$ cat config.mk
export PLATFORM = sky130hd
export DESIGN_NAME = nand_phy_cmd_seq
export DESIGN_NICKNAME = d
export VERILOG_FILES = /design/src/rtl/nand_phy_cmd_seq.sv
export SDC_FILE = /design/constraint.sdc
export NUM_CORES = 1
export LEC_CHECK = 0
export ABC_AREA = 1
export ABC_CLOCK_PERIOD_IN_PS = 2960
export CAP_MARGIN = 10
export CORE_MARGIN = 2
export CORE_UTILIZATION = 50
export DETAILED_ROUTE_END_ITERATION = 10
export PLACE_DENSITY = 0.83
export RECOVER_POWER = 100
export SYNTH_ARGS = -nofsm -noshare
export SYNTH_HDL_FRONTEND = slang
export SYNTH_SLANG_ARGS = --single-unit
export TNS_END_PERCENT = 100
$ cat constraint.sdc
create_clock -name v_clk0 -period 2.96 [get_ports v_clk0]
set_input_delay 0.592 -clock v_clk0 [delete_from_list [all_inputs] [get_ports v_clk0]]
set_output_delay 0.592 -clock v_clk0 [all_outputs]
set_load 0.02 [all_outputs]
$ cat src/rtl/nand_phy_cmd_seq.sv
// NAND PHY command sequencer: runs one CMD/ADDR/write/read bus cycle as
// SETUP/PULSE/HOLD phases and drives registered PHY control pins.
module nand_phy_cmd_seq #(
   parameter int unsigned DQ_WIDTH = 8,
   parameter int unsigned NUM_CE   = 8,
   parameter int unsigned TCNT_W   = 4
) (
   input  logic                v_clk0,
   input  logic                v_rstn0,
   input  logic                cmd_valid,
   output logic                cmd_ready,
   input  logic [1:0]          cmd_type,
   input  logic [3:0]          cmd_ce,
   input  logic [DQ_WIDTH-1:0] cmd_data,
   input  logic                cmd_keep_ce,
   input  logic                cfg_sync,
   input  logic                cfg_wp_n,
   input  logic [TCNT_W-1:0]   t_setup,
   input  logic [TCNT_W-1:0]   t_pulse,
   input  logic [TCNT_W-1:0]   t_hold,
   input  logic [DQ_WIDTH-1:0] v_rd_data_comb,
   output logic                v_ctrl_cle,
   output logic                v_ctrl_ale,
   output logic                v_ctrl_wrn,
   output logic                v_ctrl_wpn,
   output logic                v_ctrl_wen,
   output logic                v_ctrl_wen_sel,
   output logic [NUM_CE-1:0]   v_ctrl_cen,
   output logic                v_dq_oe_n,
   output logic                v_dqs_oe_n,
   output logic [DQ_WIDTH-1:0] v_wr_data_rise,
   output logic [DQ_WIDTH-1:0] v_wr_data_fall,
   output logic                rsp_valid,
   output logic [DQ_WIDTH-1:0] rsp_data,
   output logic                err_ce
);

   typedef enum logic [1:0] {StIdle, StSetup, StPulse, StHold} state_t;

   state_t              r_state;
   logic [TCNT_W-1:0]   r_cnt;
   logic [TCNT_W-1:0]   r_t_pulse;
   logic [TCNT_W-1:0]   r_t_hold;
   logic [1:0]          r_type;
   logic [3:0]          r_ce;
   logic [DQ_WIDTH-1:0] r_data;
   logic                r_keep_req;
   logic                r_keep_act;
   logic                r_sync;

   state_t              w_state_d;
   logic [TCNT_W-1:0]   w_cnt_d;
   logic                w_accept;
   logic                w_ce_bad;
   logic                w_start;
   logic                w_cnt_zero;
   logic [1:0]          w_type_d;
   logic [3:0]          w_ce_d;
   logic [DQ_WIDTH-1:0] w_data_d;
   logic                w_sync_d;
   logic                w_keep_act_d;
   logic                w_active;
   logic                w_pulse;
   logic                w_rd;
   logic                w_rd_cap;
   logic [NUM_CE-1:0]   w_ce_mask;

   always_comb begin
      w_accept     = cmd_valid & cmd_ready;
      w_ce_bad     = ({28'd0, cmd_ce} >= NUM_CE);
      w_start      = w_accept & ~w_ce_bad;
      w_cnt_zero   = (r_cnt == '0);
      w_type_d     = w_start ? cmd_type : r_type;
      w_ce_d       = w_start ? cmd_ce : r_ce;
      w_data_d     = w_start ? cmd_data : r_data;
      w_sync_d     = w_start ? cfg_sync : r_sync;
      w_rd_cap     = (r_state == StPulse) & w_cnt_zero & (r_type == 2'b11);

      w_state_d = r_state;
      w_cnt_d   = r_cnt;
      case (r_state)
         StIdle: begin
            if (w_start) begin
               w_state_d = StSetup;
               w_cnt_d   = t_setup;
            end
         end
         StSetup: begin
            if (w_cnt_zero) begin
               w_state_d = StPulse;
               w_cnt_d   = r_t_pulse;
            end else begin
               w_cnt_d = r_cnt - TCNT_W'(1);
            end
         end
         StPulse: begin
            if (w_cnt_zero) begin
               w_state_d = StHold;
               w_cnt_d   = r_t_hold;
            end else begin
               w_cnt_d = r_cnt - TCNT_W'(1);
            end
         end
         StHold: begin
            if (w_cnt_zero) begin
               w_state_d = StIdle;
            end else begin
               w_cnt_d = r_cnt - TCNT_W'(1);
            end
         end
         default: w_state_d = StIdle;
      endcase

      // A kept CE is dropped as soon as a new command takes over the bus.
      if (w_start) begin
         w_keep_act_d = 1'b0;
      end else if ((r_state == StHold) && w_cnt_zero) begin
         w_keep_act_d = r_keep_req;
      end else begin
         w_keep_act_d = r_keep_act;
      end

      w_active  = (w_state_d != StIdle);
      w_pulse   = (w_state_d == StPulse);
      w_rd      = (w_type_d == 2'b11);
      w_ce_mask = NUM_CE'(1) << w_ce_d;
   end

   // Outputs are registered from next-state values so pins align with the state they belong to.
   always_ff @(posedge v_clk0 or negedge v_rstn0) begin
      if (!v_rstn0) begin
         r_state        <= StIdle;
         r_cnt          <= '0;
         r_t_pulse      <= '0;
         r_t_hold       <= '0;
         r_type         <= 2'b00;
         r_ce           <= 4'd0;
         r_data         <= '0;
         r_keep_req     <= 1'b0;
         r_keep_act     <= 1'b0;
         r_sync         <= 1'b0;
         cmd_ready      <= 1'b0;
         v_ctrl_cle     <= 1'b0;
         v_ctrl_ale     <= 1'b0;
         v_ctrl_wrn     <= 1'b1;
         v_ctrl_wen     <= 1'b1;
         v_ctrl_wen_sel <= 1'b1;
         v_ctrl_wpn     <= 1'b0;
         v_ctrl_cen     <= '1;
         v_dq_oe_n      <= 1'b1;
         v_dqs_oe_n     <= 1'b1;
         v_wr_data_rise <= '0;
         v_wr_data_fall <= '0;
         rsp_valid      <= 1'b0;
         rsp_data       <= '0;
         err_ce         <= 1'b0;
      end else begin
         r_state    <= w_state_d;
         r_cnt      <= w_cnt_d;
         r_type     <= w_type_d;
         r_ce       <= w_ce_d;
         r_data     <= w_data_d;
         r_sync     <= w_sync_d;
         r_keep_act <= w_keep_act_d;
         if (w_start) begin
            r_t_pulse  <= t_pulse;
            r_t_hold   <= t_hold;
            r_keep_req <= cmd_keep_ce;
         end

         cmd_ready  <= (w_state_d == StIdle);
         err_ce     <= w_accept & w_ce_bad;
         v_ctrl_wpn <= cfg_wp_n;
         rsp_valid  <= w_rd_cap;
         if (w_rd_cap) begin
            rsp_data <= v_rd_data_comb;
         end

         v_ctrl_cen <= (w_active | w_keep_act_d) ? ~w_ce_mask : '1;
         v_dq_oe_n  <= ~(w_active & ~w_rd);
         v_ctrl_wrn <= ~(w_pulse & w_rd);
         if (w_active & ~w_rd) begin
            v_wr_data_rise <= w_data_d;
            v_wr_data_fall <= w_data_d;
         end

         if (w_sync_d) begin
            v_ctrl_cle     <= w_pulse & ((w_type_d == 2'b00) | w_type_d[1]);
            v_ctrl_ale     <= w_pulse & ((w_type_d == 2'b01) | w_type_d[1]);
            v_ctrl_wen     <= 1'b1;
            v_ctrl_wen_sel <= ~w_active;
            v_dqs_oe_n     <= ~(w_pulse & (w_type_d == 2'b10));
         end else begin
            v_ctrl_cle     <= w_active & (w_type_d == 2'b00);
            v_ctrl_ale     <= w_active & (w_type_d == 2'b01);
            v_ctrl_wen     <= ~(w_pulse & ~w_rd);
            v_ctrl_wen_sel <= 1'b1;
            v_dqs_oe_n     <= 1'b1;
         end
      end
   end

endmodule

# Word-level counts from Yosys, hierarchy flattened
# Index checks and enable logic that the tools add are counted.
# classes
n_lt_le_gt_ge,1
add_sub_neg,1
reduce_logical,7
eq_ne,10
muxes,22
shifts,1
bitwise_logic,24
# op_table
op,n
2-to-1 mux 4 bit,5
2-to-1 mux 8 bit,2
case mux 4 bit (4 select lines),1
AND 1 bit,13
== test 2 bit (second input constant),6
2-to-1 mux 2 bit,5
2-to-1 mux 1 bit,8
inverter 8 bit,1
case mux 2 bit (4 select lines),1
<< shifter 1 x 4 -> 8 bit (first input constant),1
inverter 1 bit,7
logical NOT 2 bit,3
== test 2 x 1 -> 1 bit (second input constant),2
greater-or-equal comparator 4 bit (second input constant),1
logical NOT 4 bit,1
!= test 2 bit (second input constant),2
subtractor 4 x 1 -> 4 bit (second input constant),1
bitwise OR 1 bit,3
AND reduction 2 bit,1
nonzero test 2 bit,1
logical AND 1 bit,1
# word_totals
input_bits,40
elab_cells,90
register_bits,66
output_inout_bits,43

# Depth between registers and ports, before layout
# Gate-level depths: netlist (run 1).
# logic_depth
depth_word,9
depth_mapped,9
mapped_depth_nobuf,9

# Worst setup path before layout (run 1)
# No wires, ideal clock.
# synth_path
path_kind,input-to-reg
startpoint,input port cmd_ce[3]
endpoint,register v_wr_data_fall[0]
path_slack_ns,1.545
path_stages,8
path_buffers,0
required_time_ns,2.843
arrival_time_ns,1.298
setup_time_ns,0.117
cell_sequence,inv_2 > nand3_4 > nand2_1 > nand2_2 > nand2_4 > nand2_4 > nand2_1 > nand2_1
# synth_between
elab_chain_len,7
elab_cells_between_ends,11
cone_classes,1 x order compare; 1 x eq/ne; 4 x mux; 4 x bitwise; 1 x reduce/logical
# synth_rtl
element,line_no,source
"start, declared",13,"input logic [3:0] cmd_ce,"
greater-or-equal comparator 4 bit,70,"w_ce_bad = ({28'd0, cmd_ce} >= NUM_CE);"
inverter 1 bit,71,w_start = w_accept & ~w_ce_bad;
AND 1 bit,71,
2-to-1 mux 2 bit,73,w_type_d = w_start ? cmd_type : r_type;
named net w_type_d[0],57,logic [1:0] w_type_d;
== test 2 bit,125,w_rd = (w_type_d == 2'b11);
inverter 1 bit,182,if (w_active & ~w_rd) begin
AND 1 bit,182,
"end signal, assigned",184,v_wr_data_fall <= w_data_d;
"end, declared",32,"output logic [DQ_WIDTH-1:0] v_wr_data_fall,"
# The timed path passes the listed nets, and every way through them passes these cells.
# A chain may end at the register's enable or synchronous reset.

# Worst setup path after layout (run 1)
# layout_path
startpoint,input port cmd_valid
endpoint,register v_wr_data_fall[7]
# layout_between
elab_chain_len,6
elab_cells_between_ends,10
cone_classes,1 x eq/ne; 4 x mux; 4 x bitwise; 1 x reduce/logical
# layout_rtl
element,line_no,source
"start, declared",10,"input logic cmd_valid,"
AND 1 bit,69,w_accept = cmd_valid & cmd_ready;
AND 1 bit,71,
2-to-1 mux 2 bit,73,
named net w_type_d[0],57,
== test 2 bit,125,
inverter 1 bit,182,
AND 1 bit,182,
# The timed path passes the listed nets, and every way through them passes these cells.

==> results of run 1 <==
## area by class of cell
type | count | area [um^2] | share of cell area (%)
inverters | 25 | 93.84 | 2.387
clock buffers | 13 | 148.9 | 3.787
multi-input cells | 252 | 1072 | 27.28
flip-flops and latches | 66 | 1668 | 42.43
repair buffers | 87 | 837.1 | 21.29
clock inverters | 3 | 17.52 | 0.4456
well taps | 75 | 93.84 | 2.387
## critical path, delay by kind of cell
kind	cells	cell delay, ps
simple gates	7	1060
buf+inv	2	940
## metal layers
layer / global-route usage (%) / up-vias / part of all wire, %
met4: 8.305 / 0 / 1.9
met5: 0 / - / 0
met2: 34.67 / 79 / 46
li1: - / 1260 / -
met3: 6.667 / 11 / 6.8
met1: 27.13 / 1177 / 45
## stage by stage
step                util (%)  worst slack [ps]
CTS                    68.28             874.1
global placement       65.44             690.7
floorplan                  -              1545
finish                 67.19             585.2
detailed placement     65.44             581.0
global route           67.19             411.1
## cell usage in the layout, fill, tap and decap left out, types with 3 or more instances in the layout
cell             synthesis  final
a21oi_1                  3      3
clkbuf_8                 0     10
dlygate4sd3_1            0     45
clkbuf_1                 0      8
nand4_1                  3      3
inv_2                    4      3
clkdlybuf4s50_1          0     36
nor2_1                  25     27
nand3_1                 27     29
nor3_1                   5      5
inv_1                   21     22
dfstp_2                 13     13
nand2_1                165    170
dfrtp_1                 53     53
## where the power goes
part           internal (W)  switching, W
sequential          0.00133      0.000213
clock              0.000325      0.000327
combinational      0.000718       0.00117
## cells by family after synthesis
family,Yosys count
and+or+nand+nor,244
adders and majority gates,2
AOI/OAI and AO/OA,6
buffers and inverters,39
DFF,66
## registers in the layout (all words and copies together) (netlist names), 2 cells and up
name / cells
r_type: 2
r_state: 2
r_t_hold: 4
v_wr_data_fall: 8
r_ce: 4
r_t_pulse: 4
v_ctrl_cen: 8
rsp_data: 8
r_cnt: 4
r_data: 8
## path summary, 6_finish.rpt
path	start	to	slack [ps]
min in group asynchronous	v_rstn0	r_state[0]	510
worst min register to register	rsp_data[3]	rsp_data[3]	470
worst max-delay path	cmd_valid	v_wr_data_fall[7]	590
worst max register to register	r_cnt[0]	rsp_data[0]	900
max in group asynchronous	v_rstn0	r_type[1]	850
worst min-delay path	rsp_data[3]	rsp_data[3]	470
==> results.toml, run 1 <==
[sta]
fin_crit_sh_pct = 80.23
rsz0062_at_grt = "false"
max_slew.worst_pin.slew_ps = 1288
drv_slew = 0
slew_headroom_pct = 14.11
timing.fmax_mhz = 421.1
hold_viol = 0
period_minus_slack_ps = 2375
fin_tns_setup_ps = 0
setup_viol = 0
hold_ws_ps = 472.4
worst_clock_skew_ps = 6.608

[synthesis]
synth_flop_cell = "dfrtp_1"
synth_top_family_by_area = "simple AND/OR/NAND/NOR gates"
synthDominantCellAreaShare_pct = 44.28
yosysSeqAreaShare_pct = 55.68
synth-async-reset-ratio_pct = 100.0
ys_warn_count = 0
synth-simple-area-share_pct = 35.42
synth.most_common_cell = "nand2_1"
avgSynthCellArea_um2 = 8.390
synth_compound_area_share_pct = 1.128
synthTopCellsByCount = "165 x nand2_1, 53 x dfrtp_1, 27 x nand3_1, 25 x nor2_1, 21 x inv_1"
synthXorXnorAreaFrac_pct = 0
synth.ff_latch_count = 66
synth.area.top_cells = "dfrtp_1 44%, nand2_1 21%, dfstp_2 11%"
netlist_instances = 357
yosys-mux-area-fraction_pct = 0
syn_nets = 399
synthDistinctLibCells = 23
synth-adder-area-share_pct = 0.8354
syn-cell-area_um2 = 2995
synth-edff-count = 0
yosysTopAreaCell = "dfrtp_1"

[critical_path]
crit_top_cell = "nand2_1"
crit_slowest_cell = "dlygate4sd3_1"
worstSetupPathType = "in2reg"
crit_path_end_kind = "register"
reg2regPathDepth = 8
critical_path.max_fanout = 18
slowest_delay_ps = 590
startpoint_type = "primary input"
cp.arrival_ps = 2610
required_ps = 3190
crit_chain = "dlygate4sd3_1, nand3_1, buf_4, nand2_1, nand2_1, nand2_4, nand2_4, nand2_1, nand2_1"

[global_routing]
grt_max_degree = 26
grt_pass1_wl_um = 10690
grt_use_total_pct = 21.51
grt_pass1_vias = 2436
antenna_found_initial = 0
gr-total-overflow = 0

[cts]
clockBufferDepth = 2
postCtsSetupRepairBufs = 0
clk_pin_slew_ps = 70
cts_tree = "built"
ctsHoldBuffers = 0
ctsResizeCount = 0
cts_buffers = 9
clock_sinks = 66
clock-root-buffer = "clkbuf_8"
clock_latency_ps = 340
htree_levels = 3

[power_and_ir_drop]
p_leak_nw = 1.935
irDropWorstVdd_v = 0.0005410
power_w = 0.004080
powerDensity_nw_per_um2 = 1038

[final_layout]
area_growth_pct = 31.24
fillers = 485
layoutNonFillerInstCount = 521
nets = 483
n_antenna_cell = 0
final_area_um2 = 3931
drive_gt1_share_pct = 8.744

[floorplan]
rows = 28
die_w_um = 81.40
die_area_um2 = 6626
ios = 83
die_h_um = 81.40
core_um2 = 5851
start_util_pct = 51.20

[place]
place_congestion = 0.8249
dpl.hpwl_um = 4828
dpl-instance-area_um2 = 3829
placed_cells = 505
io_buffers = 82

[routing]
drc = 0
drt-total-wl_um = 6471
firstDrtPassIters = 5
vias = 2527
ant_nets = 0
drt_iter0_markers = 100
drt-vias-per-instance = 4.850
wl_per_cell_um = 12.42

[min_path]
min_path_type = "reg2reg"
whs_path_depth = 2

[outcome]
status = "finished clean"

[run]
max_cap_viol_count = 0
No activity file was read; power rests on OpenSTA's default activity.
==> run 2: changes to the inputs <==
- ABC_CLOCK_PERIOD_IN_PS: 2960 -> 2200
- CORE_UTILIZATION: 50 -> 48
- PLACE_DENSITY: 0.83 -> 0.8
- clock period: 2.96 -> 2.2 ns (I/O delays scaled with it)
==> run 2 against run 1 <==
  * Worst setup slack worse by 360 ps
  * Design area up 2.3%
  * Via count down 1.3%
  * Die area up 4.0%
  * The flow now finishes with violations (capacitance limit, slew limit)
  * Combinational power up 34%
==> results.toml, run 2 (synthesized netlist as in run 1, its figures left out) <==
[cts]
ctsHoldBuffers = 0
cts_buffers = 9
clk_pin_slew_ps = 70
clock-root-buffer = "clkbuf_8"
clock_latency_ps = 340
clockBufferDepth = 2
cts_tree = "built"
clock_sinks = 66
postCtsSetupRepairBufs = 0
htree_levels = 3
ctsResizeCount = 0

[critical_path]
path_buf_inv = 1
critical_path.max_fanout = 1
required_ps = 1760
slowest_delay_ps = 680
cp-startpoint = "v_dqs_oe_n"
reg2reg_from = "r_cnt[0]"
crit_slowest_cell = "dlygate4sd3_1"
crit_path_end_kind = "primary output"
rr_endpoint = "rsp_data[1]"
cp.arrival_ps = 1540
startpoint_type = "register"
reg2regPathDepth = 8
critical-path-top-delay-family = "buffers and inverters"
r2r_setup_slack_ps = 380
worstSetupPathType = "reg2out"
crit_chain = "dlygate4sd3_1"

[global_routing]
grt_max_degree = 67
grt_pass1_wl_um = 10920
grt_use_total_pct = 19.41
antenna_found_initial = 0
gr-total-overflow = 0
grt_pass1_vias = 2442

[sta]
fin_crit_sh_pct = 89.79
period_minus_slack_ps = 1975
fin_tns_setup_ps = 0
worst_clock_skew_ps = 10.39
max_slew.worst_pin.slew_ps = 1543
rsz0062_at_grt = "false"
slew_headroom_pct = -2.885
timing.fmax_mhz = 506.3
setup_viol = 0
drv_slew = 67
hold_viol = 0

[routing]
ant_nets = 0
drt_iter0_markers = 86
drt-vias-per-instance = 4.778
drt-total-wl_um = 6336
firstDrtPassIters = 5
vias = 2494
drc = 0
wl_per_cell_um = 12.14

[min_path]
min_path_type = "reg2reg"
min_to = "rsp_data[1]"
worstHoldStart = "rsp_data[1]"
whs_path_depth = 2

[floorplan]
die_w_um = 83.00
start_util_pct = 50.00
die_h_um = 83.00
ios = 83
rows = 28
die_area_um2 = 6888
core_um2 = 5991

[outcome]
violations = "capacitance limit, slew limit"
status = "complete, but fails checks"

[power_and_ir_drop]
powerDensity_nw_per_um2 = 1432
irDropWorstVdd_v = 0.0008456
p_leak_nw = 1.969

[place]
place_congestion = 0.8548
dpl.hpwl_um = 4564
io_buffers = 82
placed_cells = 506

[final_layout]
area_growth_pct = 34.21
final_common_cell = "nand2_1"
final_cell_mix = "171 x nand2_1, 53 x dfrtp_1, 45 x dlygate4sd3_1"
layoutNonFillerInstCount = 522
drive_gt1_share_pct = 10.07
n_antenna_cell = 0
nets = 484
fillers = 480

[run]
max_cap_viol_count = 1
## run 2: per-layer routing
metal | vias to the layer above | GRT usage [%] | wire length [um] | part of all wire (%)
met5 | - | 0 | 0 | 0
met4 | 0 | 5.663 | 90 | 1.4
met3 | 10 | 5.666 | 345 | 5.4
met2 | 73 | 32.26 | 3073 | 49
met1 | 1145 | 24.72 | 2826 | 45
li1 | 1266 | - | - | -
## run 2: how the worst max path moves through the flow
stage,cells past startpoint,slack (ps),to
after floorplan,8,830,rsp_data[0]
after global placement,8,210,v_ctrl_cen[1]
after detailed placement,8,160,v_wr_data_fall[0]
after CTS,1,270,v_ctrl_cen[4]
after global routing,7,140,v_ctrl_ale
final,1,220,v_dqs_oe_n
## run 2: per-stage QoR
step,total power (W),area (um^2),setup WS [ps],utilization (%),hold slack [ps]
global route,0.006200,4020,143.2,67.11,498.3
CTS,0.005994,4075,273.0,68.02,107.4
detailed placement,0.004836,3849,159.9,64.24,467.4
floorplan,0.003904,2995,833.8,-,144.4
finish,0.005759,4020,224.7,67.11,480.0
global placement,0.004767,3849,208.1,64.24,464.0
## run 2: cell type report
class	instances	area (um^2)	area share, %
Sequential cell	66	1668	41.49
Clock buffer	10	137.6	3.424
Multi-Input combinational cell	252	1091	27.14
Timing Repair Buffer	88	847.1	21.07
Inverter	25	93.84	2.334
Tap cell	75	93.84	2.334
Clock inverter	6	88.84	2.210
## run 2: power by group
group          switching (W)  total, W  internal (W)
logic                0.00157   0.00253      0.000964
registers           0.000314   0.00210       0.00179
clock network       0.000460   0.00113      0.000670
==> run 3: changes to the inputs <==
- CAP_MARGIN: 10 -> 20
- CORE_MARGIN: 2 -> 8
- CTS_CLUSTER_DIAMETER: not set -> 40
==> run 3 against run 2 <==
  * Routed wire length is 13% higher
  * First-iteration DRC count is 40% higher
  * Utilization is 0.10 points higher
  * The flow now finishes without violations
  * Combinational power is 3% higher
  * Power is 0.27% higher
  * Register-to-register slack hardly changed
  * Clock power is 4% lower
  * Cell count is 0.19% lower
==> results.toml, run 3 (synthesized netlist as in run 1, its figures left out) <==
[final_layout]
multiInputGateArea_um2 = 1105
area_growth_pct = 34.42
nets = 483
n_antenna_cell = 0
drive_gt1_share_pct = 9.193
regArea_um2 = 1668
layoutNonFillerInstCount = 521
final_cell_mix = "169 x nand2_1, 53 x dfrtp_1, 45 x dlygate4sd3_1"
fillers = 481
final_common_cell = "nand2_1"

[power_and_ir_drop]
swShare_pct = 40.56
p_leak_nw = 1.966
irDropWorstVdd_v = 0.0008907
p_int_w = 0.003433
powerDensity_nw_per_um2 = 1434
comb_power_share_pct = 45.0
switching_power_w = 0.002342
pwr-share-clk_pct = 18.8
p_seq_share_pct = 36.1

[critical_path]
crit_chain = "dlygate4sd3_1"
startpoint_type = "register"
crit_slowest_cell = "dlygate4sd3_1"
path_buf_inv = 1
critical_path.max_fanout = 1
slowest_delay_ps = 690
worstSetupPathType = "reg2out"
required_ps = 1760
cp.arrival_ps = 1540
crit_path_end_kind = "primary output"
critical-path-top-delay-family = "buffers and inverters"

[floorplan]
die_w_um = 95.00
die_area_um2 = 9024
core_um2 = 5991
start_util_pct = 50.00
die_h_um = 95.00
ios = 83
rows = 28

[global_routing]
gr-total-overflow = 0
grt_max_degree = 45
antenna_found_initial = 0
grt_pass1_vias = 2563
grt_pass1_wl_um = 11590
grt_use_total_pct = 16.38

[cts]
postCtsSetupRepairBufs = 0
clock_latency_ps = 340
clockBufferDepth = 2
ctsResizeCount = 0
clk_pin_slew_ps = 70
htree_levels = 3
cts_buffers = 9
clock-root-buffer = "clkbuf_8"
clock_sinks = 66
cts_tree = "built"
ctsHoldBuffers = 0

[sta]
slew_headroom_pct = 18.44
timing.fmax_mhz = 506.1
period_minus_slack_ps = 1976
setup_viol = 0
hold_ws_ps = 336.6
worst_clock_skew_ps = 6.491
fin_crit_sh_pct = 89.81
drv_slew = 0
max_slew.worst_pin.slew_ps = 1223
hold_viol = 0
fin_tns_setup_ps = 0
rsz0062_at_grt = "false"

[place]
dpl.hpwl_um = 5260
io_buffers = 82
placed_cells = 505
place_congestion = 0.8699

[outcome]
status = "finished clean"

[routing]
top_layer = "met4"
ant_nets = 0
wl_met3_um = 576
wl_per_cell_um = 13.75
drt-total-wl_um = 7164
vias = 2537
firstDrtPassIters = 4
drt-vias-per-instance = 4.869
wl_met1_um = 2988
wl_met2_um = 3535
drc = 0
drt_iter0_markers = 120

[run]
max_cap_viol_count = 0

[min_path]
min_path_type = "in2async"
==> run 3: cell count changes in the layout (fill, tap and decap cells not counted), sizes merged <==
cell and delta:
clkinv -1, clkinvlp -2, clkbuf +4, inv -1, buf -1
==> run 3: power groups by stage <==
stage,registers (W),clock network (W),logic (W)
global placement,0.00210,0,0.00269
CTS,0.00210,0.00111,0.00278
floorplan,0.00235,0,0.00156
finish,0.00209,0.00109,0.00260
global route,0.00214,0.00117,0.00290
detailed placement,0.00211,0,0.00275
==> run 3: final timing paths <==
check / start / endpoint / slack, ps / depth (start not counted)
worst min register to register: rsp_data[1] / rsp_data[1] / 470 / 2
worst max register to register: r_cnt[0] / rsp_data[6] / 390 / 8
min in group v_clk0: rsp_data[1] / rsp_data[1] / 470 / 2
worst max-delay path: v_ctrl_wrn / v_ctrl_wrn / 220 / 1
max in group asynchronous: v_rstn0 / v_ctrl_cen[4] / 980 / 2
worst min-delay path: v_rstn0 / v_wr_data_fall[4] / 340 / 1
==> run 3: layout make-up <==
cell class	count	area share [%]
clock buffer	14	3.791
sequential	66	41.42
inverter	25	2.331
clock inverter	2	1.492
tap	75	2.331
multi-input combinational	252	27.44
timing repair buffer	87	21.19
==> run 3: stage by stage <==
step | setup slack (ps) | cell area, um^2 | total power [W] | util, %
floorplan | 833.8 | 2995 | 0.003904 | -
global placement | 225.8 | 3841 | 0.004792 | 64.12
global route | 180.5 | 4026 | 0.006210 | 67.21
finish | 224.1 | 4026 | 0.005775 | 67.21
detailed placement | 144.4 | 3841 | 0.004859 | 64.12
CTS | 276.4 | 4054 | 0.005994 | 67.67
==> run 3: layer usage <==
metal	up-vias	track usage (%)
met5	-	0
met4	0	5.072
met3	6	6.270
met2	83	26.83
met1	1183	19.50
li1	1265	-
